===== src/rtl/mem_port_arbiter.sv =====
// Shares one single-ported memory between instruction fetch and load/store.
// Data wins by default; a starvation guard forces fetch after a run of contested data grants.
module mem_port_arbiter #(
   parameter int unsigned ADDR_W       = 32,
   parameter int unsigned DATA_W       = 32,
   parameter int unsigned MEM_LATENCY  = 1,
   parameter int unsigned STARVE_LIMIT = 4
) (
   input  logic              clk,
   input  logic              rst,
   // fetch port
   input  logic              if_req,
   input  logic [ADDR_W-1:0] if_addr,
   output logic              if_done,
   output logic [DATA_W-1:0] if_rdata,
   // load/store port
   input  logic              d_req,
   input  logic              d_we,
   input  logic [ADDR_W-1:0] d_addr,
   input  logic [DATA_W-1:0] d_wdata,
   input  logic [2:0]        d_size,
   output logic              d_done,
   output logic [DATA_W-1:0] d_rdata,
   // memory port
   output logic              mem_en,
   output logic              mem_we,
   output logic [ADDR_W-1:0] mem_addr,
   output logic [DATA_W-1:0] mem_wdata,
   output logic [2:0]        mem_size,
   input  logic [DATA_W-1:0] mem_rdata,
   // status
   output logic              busy,
   output logic              owner
);

   localparam int unsigned LAT_W = (MEM_LATENCY > 1) ? $clog2(MEM_LATENCY) : 1;
   localparam int unsigned STV_W = $clog2(STARVE_LIMIT + 1);

   typedef enum logic [1:0] {
      StIdle,
      StAccess,
      StResp
   } state_t;

   state_t             state;
   logic [LAT_W-1:0]   lat_cnt;
   logic [STV_W-1:0]   starve_cnt;
   logic               we_lat;
   logic               starve_full;
   logic               grant_fetch;

   assign starve_full = (starve_cnt == STV_W'(STARVE_LIMIT));
   // Fetch wins when alone, or when the data side has used up its contested run.
   assign grant_fetch = if_req & (~d_req | starve_full);

   always_ff @(posedge clk or posedge rst) begin
      if (rst) begin
         state      <= StIdle;
         lat_cnt    <= '0;
         starve_cnt <= '0;
         we_lat     <= 1'b0;
         if_done    <= 1'b0;
         if_rdata   <= '0;
         d_done     <= 1'b0;
         d_rdata    <= '0;
         mem_en     <= 1'b0;
         mem_we     <= 1'b0;
         mem_addr   <= '0;
         mem_wdata  <= '0;
         mem_size   <= '0;
         busy       <= 1'b0;
         owner      <= 1'b0;
      end else begin
         if_done <= 1'b0;
         d_done  <= 1'b0;
         unique case (state)
            StIdle: begin
               if (if_req || d_req) begin
                  state     <= StAccess;
                  busy      <= 1'b1;
                  mem_en    <= 1'b1;
                  lat_cnt   <= LAT_W'(MEM_LATENCY - 1);
                  mem_wdata <= d_wdata;
                  if (grant_fetch) begin
                     owner      <= 1'b0;
                     we_lat     <= 1'b0;
                     mem_we     <= 1'b0;
                     mem_addr   <= if_addr;
                     mem_size   <= 3'b010;
                     starve_cnt <= '0;
                  end else begin
                     owner    <= 1'b1;
                     we_lat   <= d_we;
                     mem_we   <= d_we;
                     mem_addr <= d_addr;
                     mem_size <= d_size;
                     // Only grants that actually made fetch wait count toward starvation.
                     if (!if_req) begin
                        starve_cnt <= '0;
                     end else if (!starve_full) begin
                        starve_cnt <= starve_cnt + 1'b1;
                     end
                  end
               end
            end
            StAccess: begin
               if (lat_cnt == '0) begin
                  state  <= StResp;
                  mem_en <= 1'b0;
                  mem_we <= 1'b0;
                  if (owner) begin
                     d_done <= 1'b1;
                     if (!we_lat) begin
                        d_rdata <= mem_rdata;
                     end
                  end else begin
                     if_done  <= 1'b1;
                     if_rdata <= mem_rdata;
                  end
               end else begin
                  lat_cnt <= lat_cnt - 1'b1;
               end
            end
            StResp: begin
               state <= StIdle;
               busy  <= 1'b0;
            end
            default: begin
               state  <= StIdle;
               busy   <= 1'b0;
               mem_en <= 1'b0;
               mem_we <= 1'b0;
            end
         endcase
      end
   end

endmodule


===== config.mk =====
export PLATFORM = sky130hd
export DESIGN_NAME = mem_port_arbiter
export DESIGN_NICKNAME = d
export VERILOG_FILES = /design/src/rtl/mem_port_arbiter.sv
export SDC_FILE = /design/constraint.sdc
export NUM_CORES = 1
export LEC_CHECK = 0
export ABC_AREA = 1
export CAP_MARGIN = 20
export CORE_AREA = 2 2 106 108
export DETAILED_ROUTE_END_ITERATION = 8
export DIE_AREA = 0 0 108 110
export DONT_BUFFER_PORTS = 1
export GPL_TIMING_DRIVEN = 0
export PLACE_DENSITY = 0.72
export SYNTH_ARGS = -nofsm -noshare
export SYNTH_HDL_FRONTEND = slang
export SYNTH_SLANG_ARGS = --single-unit

===== constraint.sdc =====
create_clock -name clk -period 7.9 [get_ports clk]
set_input_delay 1.185 -clock clk [delete_from_list [all_inputs] [get_ports clk]]
set_output_delay 1.185 -clock clk [all_outputs]
set_load 0.01 [all_outputs]

==> impl_metrics.json <==
{
  "outcome": "finished clean",
  "vias": 4636,
  "intPower_mw": 1.889,
  "antenna_found_initial": 0,
  "fp.dieArea_mm2": 0.01188,
  "setup_tns_ps": 0,
  "power_switching_mw": 1.216,
  "required_ps": 6710,
  "power_mw": 3.105,
  "worst_hold_path_type": "reg -> reg",
  "postCtsSetupBuffers": 0,
  "cts.htree.levels": 4,
  "insertedDiodeCount": 0,
  "mostFrequentLayoutCells": "271 x nand2_1, 143 x dfrtp_1, 102 x inv_1",
  "clkPwrFrac_pct": 26.0,
  "maxCapViolations": 0,
  "finalCritPeriodShare_pct": 27.22,
  "rows": 38,
  "gp_congestion": 0.8088,
  "vias_per_cell": 5.250,
  "drc": 0,
  "final-setup-viol-count": 0,
  "cts_root_buffer": "clkbuf_8",
  "synth-adder-area-share_pct": 0.4136,
  "p_seq_share_pct": 49.6,
  "grt-ovfl-total": 0,
  "synth_top_family_by_area": "simple AND/OR/NAND/NOR gates",
  "finalHoldViolCount": 0,
  "post-place-ws_ps": 5633,
  "coreArea_mm2": 0.01070,
  "grt_pass1_wl_mm": 22.85,
  "drt_wl_total_mm": 14.99,
  "synth_area_leaders": "dfrtp_1 59%, nand2_1 17%, inv_1 6.4%, nand3_1 5.5%, o21ai_1 5.5%",
  "synthCells": 711,
  "p_comb_share_pct": 24.4,
  "ys_seq_area_share_pct": 59.14,
  "yosys.area.top_type": "dfrtp_1",
  "synth-xor-area-share_pct": 0.1447,
  "fillers": 947,
  "yosys-mux-area-fraction_pct": 0,
  "fin_skew_ps": 11.03,
  "endpoint_kind": "output port",
  "io_pins": 273,
  "ir_worst_vdd_mv": 0.1828,
  "slew_headroom_pct": 67.87,
  "globalRouteTotalUtil_pct": 25.17,
  "syn_avg_cell_area_um2": 8.510,
  "dieHeight_um": 110,
  "area_growth_pct": 13.42,
  "power_density_mw_per_mm2": 452.5,
  "worstSetupStartpointType": "register",
  "synth_warnings": 0,
  "final_common_cell": "nand2_1",
  "swShare_pct": 39.16,
  "tightestPinTransition_ps": 482.0,
  "post_cts_resized": 0,
  "dp_hpwl_mm": 11.09,
  "final.min_clock_period_ps": 2150,
  "dr.first_iter.drc_count": 268,
  "wire_per_inst_um": 16.98,
  "p_leak_nw": 3.814,
  "path_class": "reg -> out",
  "synth-simple-area-share_pct": 24.01,
  "synth_edf_count": 0,
  "synth_compound_area_share_pct": 5.914,
  "arrival_ps": 970,
  "fmax_ghz": 0.4651,
  "synth.cell_area_mm2": 0.006051,
  "grt_pass1_vias": 4500,
  "ant_nets": 0,
  "cts.sinks": 143,
  "hold_buffers": 0,
  "initial_core_util_pct": 56.56,
  "setup_ws_ps": 5750,
  "synth_top_area_share_pct": 59.14,
  "dr.pass1.iters": 4,
  "grt_max_degree": 95,
  "clk_latency_ps": 510,
  "port_buffers": 0,
  "yosysUniqueCellTypes": 24,
  "async_reset_ff_share_pct": 100.0,
  "path_clk_slew_ps": 50,
  "synth_nets": 849,
  "ys_seq_elements": 143,
  "final_nets": 869,
  "rsz0062_at_grt": "false",
  "cts_buffers": 17,
  "final_max_slew_viol_count": 0,
  "yosys_most_used_dff": "dfrtp_1",
  "dieWidth_um": 108,
  "layout-drive-gt1-share_pct": 10.36,
  "crit_fanout": 3,
  "cts_tree": "yes",
  "clock_path_buffers": 2,
  "post-route-util_pct": 64.15
}
per-layer routing:
layer | GRT usage [%] | part of all wire, % | vias up
met5 | 0 | 0 | -
met4 | 8.333 | 1.5 | 0
met3 | 8.642 | 9.3 | 23
met2 | 44.03 | 52 | 226
met1 | 29.15 | 37 | 2184
li1 | - | - | 2203
synthesized netlist by cell type, types with 2 or more instances:
library cell  count
nand2_1         271
dfrtp_1         143
inv_1           103
nand3_1          66
o21ai_1          66
buf_2            19
buf_4            11
nand2_2           4
nor2_1            4
o21ai_0           4
buf_6             3
clkbuf_1          2
ha_1              2
inv_2             2
nor2_4            2
per-stage QoR:
| step | hold WS [ps] | instances | instance area [um2] |
|---|---|---|---|
| after CTS | 484.9 | 883 | 6863 |
| after global routing | 507.3 | 883 | 6863 |
| after detailed placement | 470.7 | 852 | 6259 |
| final | 482.3 | 883 | 6863 |
| after floorplan | 450.8 | 711 | 6051 |
| after global placement | 463.5 | 851 | 6226 |
power groups by stage:
stage / sequential, mW / combinational [mW] / clock (mW)
detailed placement: 1.55 / 0.768 / 0
floorplan: 1.44 / 0.601 / 0
finish: 1.54 / 0.756 / 0.808
global placement: 1.54 / 0.718 / 0
CTS: 1.55 / 0.771 / 0.821
global route: 1.58 / 0.877 / 0.852
registers in the layout, summed over array words and instances (netlist names):
name,count
if_rdata,32
mem_addr,32
starve_cnt,3
owner,1
busy,1
d_done,1
we_lat,1
if_done,1
mem_we,1
mem_wdata,32
mem_en,1
mem_size,3
state,2
d_rdata,32
kinds of logic after synthesis:
logic type / after synthesis
XOR/XNOR: 1
flip-flops: 143
AO/OA/AOI/OAI: 71
adder cells (fa/ha/maj): 2
buffers and inverters: 143
AND/OR/NAND/NOR: 351
path summary, 6_finish.rpt:
| path | from | end | slack, ps | depth (start not counted) |
|---|---|---|---|---|
| max | owner | owner | 5750 | 0 |
| min | we_lat | we_lat | 480 | 2 |
| max reg2reg | starve_cnt[0] | mem_addr[6] | 6310 | 9 |
| min reg2reg | we_lat | we_lat | 480 | 2 |
| max in group asynchronous | rst | state[0] | 6500 | 2 |
| min in group asynchronous | rst | mem_wdata[22] | 570 | 1 |
area by class of cell:
type	count	area, um2	area share, %
tap	140	175.2	2.552
timing repair buffer	1	27.53	0.4011
clock buffer	22	473.0	6.892
multi-input combinational	425	1844	26.87
clock inverter	9	131.4	1.914
buffer	37	227.7	3.318
inverter	106	405.4	5.907
sequential	143	3578	52.14
(Power assumes the default switching activity.)
